$ cat config.mk
export PLATFORM = sky130hd
export DESIGN_NAME = alu_mul_seq
export DESIGN_NICKNAME = d
export VERILOG_FILES = /design/src/rtl/alu_mul_seq_pkg.sv /design/src/rtl/alu_mul_seq.sv
export SDC_FILE = /design/constraint.sdc
export NUM_CORES = 1
export LEC_CHECK = 0
export CORE_MARGIN = 2
export CORE_UTILIZATION = 64
export CTS_BUF_LIST = sky130_fd_sc_hd__clkbuf_8
export DETAILED_ROUTE_END_ITERATION = 6
export DONT_BUFFER_PORTS = 1
export PLACE_DENSITY = 0.8
export RECOVER_POWER = 25
export REMOVE_ABC_BUFFERS = 1
export SLEW_MARGIN = 30
export SYNTH_ARGS = -nofsm -noshare
export SYNTH_HDL_FRONTEND = slang
export SYNTH_SLANG_ARGS = --single-unit
$ cat constraint.sdc
create_clock -name clk -period 3.65 [get_ports clk]
set_clock_uncertainty 0.1 [all_clocks]
set_input_delay 0.365 -clock clk [delete_from_list [all_inputs] [get_ports clk]]
set_output_delay 0.365 -clock clk [all_outputs]
set_load 0.02 [all_outputs]
$ cat src/rtl/alu_mul_seq_pkg.sv
// Shared ALU function codes and multiplier FSM state encodings.
// Imported by the multiplier controller and EX-stage glue.
package alu_mul_seq_pkg;

  localparam logic [3:0] FUNC_AND  = 4'b0000;
  localparam logic [3:0] FUNC_OR   = 4'b0001;
  localparam logic [3:0] FUNC_XOR  = 4'b0010;
  localparam logic [3:0] FUNC_XNOR = 4'b0011;
  localparam logic [3:0] FUNC_ADD  = 4'b0100;
  localparam logic [3:0] FUNC_SUB  = 4'b1100;
  localparam logic [3:0] FUNC_SLT  = 4'b0101;

  typedef enum logic [1:0] {
    ST_IDLE = 2'b00,
    ST_RUN  = 2'b01,
    ST_DONE = 2'b10
  } mul_state_e;

endpackage

$ cat src/rtl/alu_mul_seq.sv
// Shift-add multiplier sequencer borrowing the EX-stage ALU adder.
// Produces the low WIDTH bits of op_a*op_b, one multiplier bit per cycle.
module alu_mul_seq
  import alu_mul_seq_pkg::*;
#(
  parameter int          WIDTH    = 32,
  parameter logic [3:0]  FUNC_ADD = 4'b0100,
  parameter int          CNT_W    = 6
) (
  input  logic             clk,
  input  logic             rst_n,
  input  logic             start,
  input  logic [WIDTH-1:0] op_a,
  input  logic [WIDTH-1:0] op_b,
  input  logic             flush,
  output logic             ready,
  output logic             busy,
  output logic             done,
  output logic [WIDTH-1:0] result,
  output logic             alu_sel,
  output logic [WIDTH-1:0] alu_in1,
  output logic [WIDTH-1:0] alu_in2,
  output logic [3:0]       alu_func,
  input  logic [WIDTH-1:0] alu_out
);

  localparam logic [CNT_W-1:0] CNT_LAST = CNT_W'(WIDTH - 1);

  mul_state_e       state, state_nxt;
  logic [WIDTH-1:0] acc, mcand, mplier;
  logic [CNT_W-1:0] cnt;
  logic [WIDTH-1:0] acc_nxt;
  logic             run_last;

  assign acc_nxt  = mplier[0] ? alu_out : acc;
  assign run_last = (mplier[WIDTH-1:1] == '0) || (cnt == CNT_LAST);

  always_comb begin
    state_nxt = state;
    unique case (state)
      ST_IDLE: begin
        if (!flush && start)
          state_nxt = (op_b == '0) ? ST_DONE : ST_RUN;
      end
      ST_RUN: begin
        if (flush)
          state_nxt = ST_IDLE;
        else if (run_last)
          state_nxt = ST_DONE;
      end
      ST_DONE: state_nxt = ST_IDLE;
      default: state_nxt = ST_IDLE;
    endcase
  end

  always_ff @(posedge clk or negedge rst_n) begin
    if (!rst_n)
      state <= ST_IDLE;
    else
      state <= state_nxt;
  end

  // Flush freezes the datapath so result keeps its last value.
  always_ff @(posedge clk or negedge rst_n) begin
    if (!rst_n) begin
      acc    <= '0;
      mcand  <= '0;
      mplier <= '0;
      cnt    <= '0;
      result <= '0;
    end else if (!flush) begin
      unique case (state)
        ST_IDLE: begin
          if (start) begin
            acc    <= '0;
            mcand  <= op_a;
            mplier <= op_b;
            cnt    <= '0;
            if (op_b == '0)
              result <= '0;
          end
        end
        ST_RUN: begin
          acc    <= acc_nxt;
          mcand  <= mcand << 1;
          mplier <= mplier >> 1;
          cnt    <= cnt + CNT_W'(1);
          if (run_last)
            result <= acc_nxt;
        end
        default: ;
      endcase
    end
  end

  assign ready    = (state == ST_IDLE);
  assign busy     = (state == ST_RUN) || (state == ST_DONE);
  assign done     = (state == ST_DONE);
  assign alu_sel  = (state == ST_RUN);
  assign alu_in1  = acc;
  assign alu_in2  = mcand;
  assign alu_func = FUNC_ADD;

endmodule

* Yosys cells after proc, flatten, opt, wreduce, memory -nomap -nowiden
Index checks and enable logic that the tools add are counted.
** Storage, ports and cells
- Flip-flop bits (word level) :: 136
- Input bits :: 100
- Logic and storage cells :: 45
- Output and inout port bits :: 104
** Cells by class
- Add/subtract/negate cells :: 1
- Reductions and logical operators :: 11
- Bitwise gates (word level) :: 1
- Muxes and demuxes :: 18
- Equality and inequality tests :: 8
** Operators with widths (number)
- $pmux 32 s2 :: 4
- $mux 32 :: 7
- $logic_not 32->1 :: 1
- $logic_not 31->1 :: 1
- $pmux 6 s2 :: 1
- $mux 2 :: 4
- $add 6x1->6 const B :: 1
- $eq 6x5->1 const B :: 1
- $mux 6 :: 1
- $ne 2x1->1 const B :: 3
- $reduce_and 5->1 :: 1
- $pmux 2 s2 :: 1
- $ne 3x2->1 const B :: 1
- $reduce_and 3->1 :: 1
- $eq 2x1->1 const B :: 1
- $eq 2x2->1 const B :: 1
- $logic_not 2->1 :: 1
- $logic_or 1x1->1 :: 2
- $ne 2x2->1 const B :: 1
- $reduce_and 2->1 :: 1
- $reduce_bool 2->1 :: 1
- $logic_and 1x1->1 :: 1
- $logic_not 1->1 :: 1
- $not 1->1 :: 1

* Logic depth before layout (Yosys ltp)
Gate-level depths: netlist of the first run.
- Word-level depth :: 5
- Mapped depth :: 11
- Gate-level depth less buffers :: 7

* Least setup slack after synthesis of the first run
Ideal clock, no wire load.
- Kind :: flip-flop to flip-flop
- Start point :: reg state[1]
- End point :: reg acc[21], in the netlist alu_in1[21]
- Slack :: 1.446 ns
- Buffers on the path :: 5
- Setup time :: 0.135 ns
- Period minus slack after synthesis :: 2.204 ns
- Arrival :: 1.969 ns
- Cell stages (with the launch flop) :: 12
- Required time :: 3.415 ns
- Cell sequence :: dfrtp_1 -> inv_1 -> ha_1 -> buf_2 -> nor2_1 -> or3_1 -> buf_6 -> buf_6 -> buf_2 -> buf_2 -> nand2_1 -> o21ai_0
** On the way
- Longest elaborated chain between the ends :: 3
- Elaborated cells between the ends (all ways) :: 6
- Those cells by class :: 2 x eq/ne; 1 x mux; 3 x reduce/logical
** Ends and longest elaborated chain
- from (decl) :: line alu_mul_seq.sv:29 : mul_state_e state, state_nxt;
- from (signal assigned) :: line alu_mul_seq.sv:60 : state <= state_nxt;
- $eq 2x1->1 *
- via alu_sel :: line alu_mul_seq.sv:20 : output logic alu_sel,
- $reduce_bool 2->1 (no source line)
- $reduce_and 3->1 (no source line)
- to (signal assigned) :: line alu_mul_seq.sv:84 : acc <= acc_nxt;
- to (decl) :: line alu_mul_seq.sv:30 : logic [WIDTH-1:0] acc, mcand, mplier;
The timed path passes the listed nets; every way through them passes the cells marked *.
A chain may end at the register's enable or synchronous reset.

* Worst setup path after layout of the first run
- Start point :: reg state[0]
- End point :: reg result[0]
** On the way
- Longest elaborated chain between the ends :: 3
- Elaborated cells between the ends (all ways) :: 8
- Those cells by class :: 4 x eq/ne; 1 x mux; 3 x reduce/logical
** Ends and longest elaborated chain
- $logic_not 2->1 *
- via ready :: line alu_mul_seq.sv:16 : output logic ready,
- $ne 2x1->1 (no source line), or another cell as far along
- $reduce_and 5->1 (no source line)
- to (signal assigned) :: line alu_mul_seq.sv:89 : result <= acc_nxt;
- to (decl) :: line alu_mul_seq.sv:19 : output logic [WIDTH-1:0] result,
Marked as above.

==> results of run 1 <==
[repair_timing]
item,CTS,global route
hold buffers,6,0
hold endpoints to repair,140,0
buffers inserted,0,0
[metal layers]
metal,vias to the layer above,share of wire (%),track usage [%]
li1,2361,-,-
met1,2432,41,33.2
met2,173,50,44.2
met3,19,7.5,8.02
met4,0,1.4,8.52
met5,-,0,0
[report_power, final]
| group | switching, mW | total, mW | internal [mW] |
|---|---|---|---|
| clock | 0.586 | 1.24 | 0.655 |
| combinational | 1.05 | 1.78 | 0.733 |
| sequential | 0.705 | 2.65 | 1.94 |
[cell usage in the layout, fill, tap and decap left out, types with 2 or more instances in the layout]
| cell | count |
|---|---|
| dfrtp_1 | 136 |
| nand2_1 | 132 |
| o21ai_0 | 97 |
| mux2i_1 | 62 |
| mux2_2 | 33 |
| and3_1 | 33 |
| a211o_1 | 32 |
| nor4b_2 | 22 |
| clkbuf_8 | 20 |
| nor4_1 | 15 |
| nor4b_1 | 10 |
| buf_4 | 8 |
| nor2_1 | 7 |
| nand4_1 | 6 |
| clkinvlp_4 | 6 |
| dlygate4sd3_1 | 5 |
| inv_1 | 4 |
| conb_1 | 4 |
| nor3_1 | 3 |
| a22o_1 | 3 |
| xor2_1 | 3 |
| ha_1 | 3 |
| nand3_1 | 2 |
| clkinv_2 | 2 |
| bufinv_16 | 2 |
[stage by stage]
step	cells	area, um2
2_1_floorplan	616	6670
3_3_place_gp	765	6940
3_5_place_dp	765	6940
4_1_cts	802	7420
5_1_grt	802	7400
6_report	802	7400
[kinds of logic after synthesis]
group | count (synthesis) | synth area share (%)
muxes | 95 | 14.2
AOI/OAI and AO/OA | 138 | 12.1
xor gates and xnor gates | 3 | 0.376
buffers and inverters | 65 | 4.89
adders and majority gates | 4 | 0.716
other | 2 | 0.108
DFF | 136 | 48.7
and+or+nand+nor | 232 | 18.9
[final timing paths]
path                         endpoint  cells past startpoint  startpoint  slack (ns)
min in group asynchronous  result[14]                      2       rst_n        0.98
setup / recovery            result[0]                      7    state[0]        0.97
hold reg to reg            mplier[22]                      2  mplier[22]        0.42
hold / removal              mplier[2]                      2     op_b[2]        0.03
setup reg to reg            result[0]                      7    state[0]        0.97
max in group asynchronous  mplier[27]                      2       rst_n        1.38
[cell type report]
type / count / area [um2]
Tap cell: 140 / 175
Clock buffer: 20 / 275
Timing Repair Buffer: 15 / 138
Fill cell: 837 / 3350
Clock inverter: 11 / 124
Inverter: 4 / 15.0
Multi-Input combinational cell: 476 / 3270
Sequential cell: 136 / 3400
[sequential cells by signal, indices dropped and copies added, names as in the netlist]
name / count
result: 32
cnt: 6
mplier: 32
alu_in2: 32
state: 2
alu_in1: 32
==> flow_results.xml, run 1 <==
<?xml version="1.0" encoding="UTF-8"?>
<metrics>
  <group name="synth">
    <metric name="yosysMostFrequentCell" unit="">dfrtp_1</metric>
    <metric name="synth.cell_area" unit="um2">6990</metric>
    <metric name="synth_cell_type_count" unit="">32</metric>
    <metric name="synth-seq-area-share" unit="%">48.7</metric>
    <metric name="mean_post_synth_cell_area" unit="um2">10.3</metric>
    <metric name="synth-async-reset-ratio" unit="%">100</metric>
    <metric name="postSynthRegisterBits" unit="">136</metric>
    <metric name="yosys_warnings" unit="">0</metric>
    <metric name="number_of_enable_flip_flop_cells_after_synthesis" unit="">0</metric>
    <metric name="synth_top_area_share" unit="%">48.7</metric>
    <metric name="synth_flop_cell" unit="">dfrtp_1</metric>
    <metric name="post_synth_main_area_contributors" unit="">dfrtp_1, mux2i_1, nand2_1, o21ai_0, mux2_2</metric>
    <metric name="netlist_top_cells_count" unit="">dfrtp_1, nand2_1, o21ai_0, mux2i_1</metric>
    <metric name="synthesis.instances" unit="">675</metric>
    <metric name="post-synth-top-area-cell" unit="">dfrtp_1</metric>
  </group>
  <group name="setup_path">
    <metric name="cp_num_buf_inv" unit="">2</metric>
    <metric name="critPathRequiredTime" unit="ns">3.87</metric>
    <metric name="criticalPathCategory" unit="">reg -&gt; reg</metric>
    <metric name="arrival" unit="ns">2.90</metric>
    <metric name="worst-path-max-fanout" unit="">25</metric>
    <metric name="critical_path.top_delay_family" unit="">simple AND/OR/NAND/NOR gates</metric>
    <metric name="cp_cell_sequence" unit="">inv_1 -&gt; ha_1 -&gt; nor2b_4 -&gt; nor3_1 -&gt; nand2_1 -&gt; buf_4 -&gt; a211o_1</metric>
    <metric name="critPathCaptureType" unit="">register</metric>
    <metric name="critPathSlowestCell" unit="">nor3_1</metric>
    <metric name="cpPeakStageDelay" unit="ns">0.42</metric>
    <metric name="cp-start-kind" unit="">register</metric>
  </group>
  <group name="timing">
    <metric name="clock.fmax" unit="MHz">373</metric>
    <metric name="final.setup.worst_slack" unit="ns">0.966</metric>
    <metric name="setup-tns-final" unit="ns">0</metric>
    <metric name="drv_slew" unit="">137</metric>
    <metric name="report.final.hold_viol_count" unit="">0</metric>
    <metric name="setup-violations-final" unit="">0</metric>
    <metric name="hold_ws" unit="ns">0.0265</metric>
    <metric name="finalCritPeriodShare" unit="%">73.5</metric>
    <metric name="relative_slew_slack" unit="%">-20.5</metric>
    <metric name="rsz0062_at_grt" unit="">false</metric>
    <metric name="fin_crit" unit="ns">2.68</metric>
    <metric name="worst-slew-pin-transition" unit="ns">1.81</metric>
  </group>
  <group name="layout">
    <metric name="antennaDiodeCount" unit="">0</metric>
    <metric name="post_route_cells_drive_above_1_share" unit="%">15.3</metric>
    <metric name="final_util" unit="%">68.8</metric>
    <metric name="area_growth" unit="%">5.89</metric>
    <metric name="number_of_nets_in_the_layout" unit="">754</metric>
  </group>
  <group name="pwr">
    <metric name="static-leakage-power" unit="nW">3.45</metric>
    <metric name="worst_ir_drop_vdd" unit="mV">0.780</metric>
    <metric name="report.power.total" unit="mW">5.67</metric>
    <metric name="power.density" unit="nW/um2">767</metric>
  </group>
  <group name="detailed_routing">
    <metric name="vias_per_cell" unit="">6.22</metric>
    <metric name="antenna_violating_nets_post_route" unit="">0</metric>
    <metric name="wirelength" unit="um">15200</metric>
    <metric name="vias" unit="">4985</metric>
    <metric name="initialDrtViolationCount" unit="">337</metric>
    <metric name="routedWlPerCell" unit="um">19.0</metric>
    <metric name="first_pass_iters" unit="">7</metric>
    <metric name="drc" unit="">1</metric>
  </group>
  <group name="global_route">
    <metric name="grt_usage" unit="%">26.5</metric>
    <metric name="number_of_global_route_vias_before_repair" unit="">4929</metric>
    <metric name="grt_max_degree" unit="">137</metric>
    <metric name="wire_length_of_the_first_global_routing_pass" unit="um">24300</metric>
    <metric name="global_route.overflow_total" unit="">0</metric>
    <metric name="grt_antenna_before_repair" unit="">0</metric>
  </group>
  <group name="clock_network">
    <metric name="ctsResizeCount" unit="">0</metric>
    <metric name="cts-buffers-inserted" unit="">17</metric>
    <metric name="clk_root_buffer_cell" unit="">clkbuf_8</metric>
    <metric name="cts.sinks" unit="">136</metric>
    <metric name="clock_tree.htree_level_count" unit="">4</metric>
    <metric name="worst_setup_hold_path_clk_slew" unit="ns">0.08</metric>
    <metric name="cts_tree" unit="">yes</metric>
    <metric name="clk_path_buf_depth" unit="">2</metric>
    <metric name="worstSkewPairLatency" unit="ns">0.44</metric>
  </group>
  <group name="worst_hold_path">
    <metric name="hold_path.class" unit="">in -&gt; reg</metric>
  </group>
  <group name="floorplan">
    <metric name="num_rows" unit="">38</metric>
    <metric name="io_pins" unit="">204</metric>
    <metric name="core_region_area" unit="um2">10700</metric>
    <metric name="initial_core_util" unit="%">65.0</metric>
    <metric name="die_w" unit="um">108</metric>
    <metric name="die-area" unit="um2">11800</metric>
    <metric name="fp.dieH" unit="um">108</metric>
  </group>
  <group name="place">
    <metric name="dp_hpwl" unit="um">10000</metric>
    <metric name="io_port_bufs" unit="">0</metric>
    <metric name="pre_cts_slack" unit="ns">1.00</metric>
    <metric name="gp_congestion" unit="">0.775</metric>
  </group>
  <group name="flow_run">
    <metric name="drv.max_cap_violation_count" unit="">1</metric>
  </group>
  <group name="outcome">
    <metric name="run_status" unit="">complete, but fails checks</metric>
    <metric name="violations_in_the_final_reports" unit="">DRC, capacitance limit, slew limit</metric>
  </group>
</metrics>
(Power assumes the default switching activity.)
==> run 2: changes to the inputs <==
Settings changed: CORE_UTILIZATION 64 to 60, PLACE_DENSITY 0.8 to 0.79.
Clock period 3.65 ns to 2.3 ns, I/O delays scaled along.
==> run 2 against run 1 <==
The run ends with hold timing left. Routed wire length up 6.9%. Clock power up 31%. Clock-buffer cell count unchanged. Via count up 7.9%. First-iteration DRC count up 26%. Combinational power up 71%. Non-clock buffer count up 63. Critical endpoint is now result[4].
==> flow_results.xml, run 2 (synthesis gave the netlist of run 1 again) <==
<?xml version="1.0" encoding="UTF-8"?>
<metrics>
  <group name="timing">
    <metric name="fin_crit" unit="ns">2.26</metric>
    <metric name="report.final.hold_viol_count" unit="">136</metric>
    <metric name="setup-violations-final" unit="">0</metric>
    <metric name="final.setup.worst_slack" unit="ns">0.0408</metric>
    <metric name="rsz0062_at_grt" unit="">true</metric>
    <metric name="relative_slew_slack" unit="%">51.5</metric>
    <metric name="drv_slew" unit="">0</metric>
    <metric name="clock.fmax" unit="MHz">443</metric>
    <metric name="worst-slew-pin-transition" unit="ns">0.728</metric>
    <metric name="finalCritPeriodShare" unit="%">98.2</metric>
    <metric name="hold_ws" unit="ns">-0.618</metric>
  </group>
  <group name="pwr">
    <metric name="power.density" unit="nW/um2">1110</metric>
    <metric name="static-leakage-power" unit="nW">3.72</metric>
    <metric name="worst_ir_drop_vdd" unit="mV">0.781</metric>
  </group>
  <group name="floorplan">
    <metric name="die-area" unit="um2">12500</metric>
    <metric name="num_rows" unit="">39</metric>
    <metric name="initial_core_util" unit="%">61.4</metric>
    <metric name="core_region_area" unit="um2">11400</metric>
    <metric name="io_pins" unit="">204</metric>
    <metric name="fp.dieH" unit="um">112</metric>
    <metric name="die_w" unit="um">112</metric>
  </group>
  <group name="layout">
    <metric name="final_util" unit="%">70.3</metric>
    <metric name="post_layout_nonfiller_instances" unit="">865</metric>
    <metric name="final_common_cell" unit="">dfrtp_1</metric>
    <metric name="most_used_cells_in_the_layout_excluding_fill_and_tap_cells" unit="">dfrtp_1, nand2_1, o21ai_0, dlygate4sd3_1, mux2i_1</metric>
    <metric name="area_growth" unit="%">14.5</metric>
    <metric name="antennaDiodeCount" unit="">0</metric>
    <metric name="post_route_cells_drive_above_1_share" unit="%">13.9</metric>
    <metric name="number_of_nets_in_the_layout" unit="">817</metric>
  </group>
  <group name="clock_network">
    <metric name="worst_setup_hold_path_clk_slew" unit="ns">0.07</metric>
    <metric name="clk_path_buf_depth" unit="">2</metric>
    <metric name="clock_tree.htree_level_count" unit="">4</metric>
    <metric name="clk_root_buffer_cell" unit="">clkbuf_8</metric>
    <metric name="worstSkewPairLatency" unit="ns">0.44</metric>
    <metric name="cts_hold_buf" unit="">66</metric>
    <metric name="post-cts-setup-buffer-count" unit="">0</metric>
    <metric name="cts-buffers-inserted" unit="">17</metric>
    <metric name="cts.sinks" unit="">136</metric>
    <metric name="cts_tree" unit="">yes</metric>
  </group>
  <group name="place">
    <metric name="dp_hpwl" unit="um">9450</metric>
    <metric name="dp.cells" unit="">771</metric>
    <metric name="io_port_bufs" unit="">0</metric>
    <metric name="gp_congestion" unit="">0.782</metric>
    <metric name="pre_cts_slack" unit="ns">0.138</metric>
  </group>
  <group name="setup_path">
    <metric name="cp_num_buf_inv" unit="">1</metric>
    <metric name="cpPeakStageDelay" unit="ns">0.44</metric>
    <metric name="cp-start-kind" unit="">register</metric>
    <metric name="arrival" unit="ns">2.48</metric>
    <metric name="critPathCaptureType" unit="">register</metric>
    <metric name="critPathRequiredTime" unit="ns">2.52</metric>
    <metric name="worst-path-max-fanout" unit="">66</metric>
    <metric name="cp_cell_sequence" unit="">nor4_1 -&gt; nand4_1 -&gt; o22a_2 -&gt; buf_12 -&gt; and3_1 -&gt; a211o_1</metric>
    <metric name="critical_path.top_delay_family" unit="">simple AND/OR/NAND/NOR gates</metric>
    <metric name="critical_path.startpoint" unit="">mplier[12]</metric>
    <metric name="critPathSlowestCell" unit="">nor4_1</metric>
    <metric name="critical_path.reg2reg.startpoint" unit="">mplier[12]</metric>
    <metric name="criticalPathCategory" unit="">reg -&gt; reg</metric>
  </group>
  <group name="global_route">
    <metric name="grt_antenna_before_repair" unit="">0</metric>
    <metric name="wire_length_of_the_first_global_routing_pass" unit="um">26300</metric>
    <metric name="number_of_global_route_vias_before_repair" unit="">5294</metric>
    <metric name="grt_usage" unit="%">26.1</metric>
    <metric name="grt_max_degree" unit="">137</metric>
    <metric name="global_route.overflow_total" unit="">0</metric>
  </group>
  <group name="detailed_routing">
    <metric name="vias" unit="">5380</metric>
    <metric name="vias_per_cell" unit="">6.22</metric>
    <metric name="drc" unit="">0</metric>
    <metric name="first_pass_iters" unit="">5</metric>
    <metric name="wirelength" unit="um">16300</metric>
    <metric name="routedWlPerCell" unit="um">18.8</metric>
    <metric name="antenna_violating_nets_post_route" unit="">0</metric>
    <metric name="initialDrtViolationCount" unit="">424</metric>
  </group>
  <group name="outcome">
    <metric name="run_status" unit="">complete, but fails checks</metric>
    <metric name="violations_in_the_final_reports" unit="">hold timing</metric>
  </group>
  <group name="worst_hold_path">
    <metric name="hold_path.class" unit="">in -&gt; async</metric>
  </group>
  <group name="flow_run">
    <metric name="drv.max_cap_violation_count" unit="">0</metric>
  </group>
</metrics>
[run 2: what timing repair did]
action,4_1_cts,5_1_grt
resized for setup,0,3
endpoints found under the setup margin,0,7
endpoints found under the hold margin,201,136
[run 2: layout make-up]
type,count,area [um2]
Clock inverter,8,36.3
Multi-Input combinational cell,476,3290
Clock buffer,20,275
Timing Repair Buffer,78,801
Fill cell,763,3370
Sequential cell,136,3400
Tap cell,143,179
Inverter,4,15.0
[run 2: per-stage QoR]
stage,hold slack (ns),area [um2],TNS (ns),power [mW]
final,-0.618,8000,0,8.88
after global routing,-0.647,8000,-0.0605,9.43
after CTS,-0.642,7980,0,8.81
after detailed placement,-0.163,7000,0,7.10
after global placement,-0.163,7000,0,6.94
after floorplan,-0.166,6670,-623.43,6.34
[run 2: power by group]
group	internal [mW]	total (mW)	leakage, nW	switching, mW
Clock	0.784	1.62	0.179	0.841
Combinational	1.30	3.04	1.74	1.73
Sequential	3.09	4.22	1.80	1.13
Total	5.17	8.88	3.72	3.71
[run 2: worst reg2reg max path: stages (launching register included)]
cell	delay (ns)
dfrtp_1	0.42
nor4_1	0.44
nand4_1	0.17
o22a_2	0.27
buf_12	0.18
and3_1	0.31
a211o_1	0.26
[run 2: path summary, 6_finish.rpt]
path | endpoint | slack (ns) | cells past startpoint
max reg2reg | result[4] | 0.04 | 6
max in group asynchronous | mplier[24] | 2.58 | 0
min reg2reg | mplier[28] | 0.42 | 2
min in group clk | state[0] | 0.02 | 3
min | alu_in1[18] | -0.62 | 0
max | result[4] | 0.04 | 6
[run 2: layer usage]
layer  GRT usage, %  up-vias  share of wire [%]  wire (um)
met1           32.8     2605                 40       6530
met5              0        -                  0          0
met3           7.57       33                7.8       1270
met2           42.3      246                 50       8110
met4           11.2        0                2.3        377
li1               -     2496                  -          -
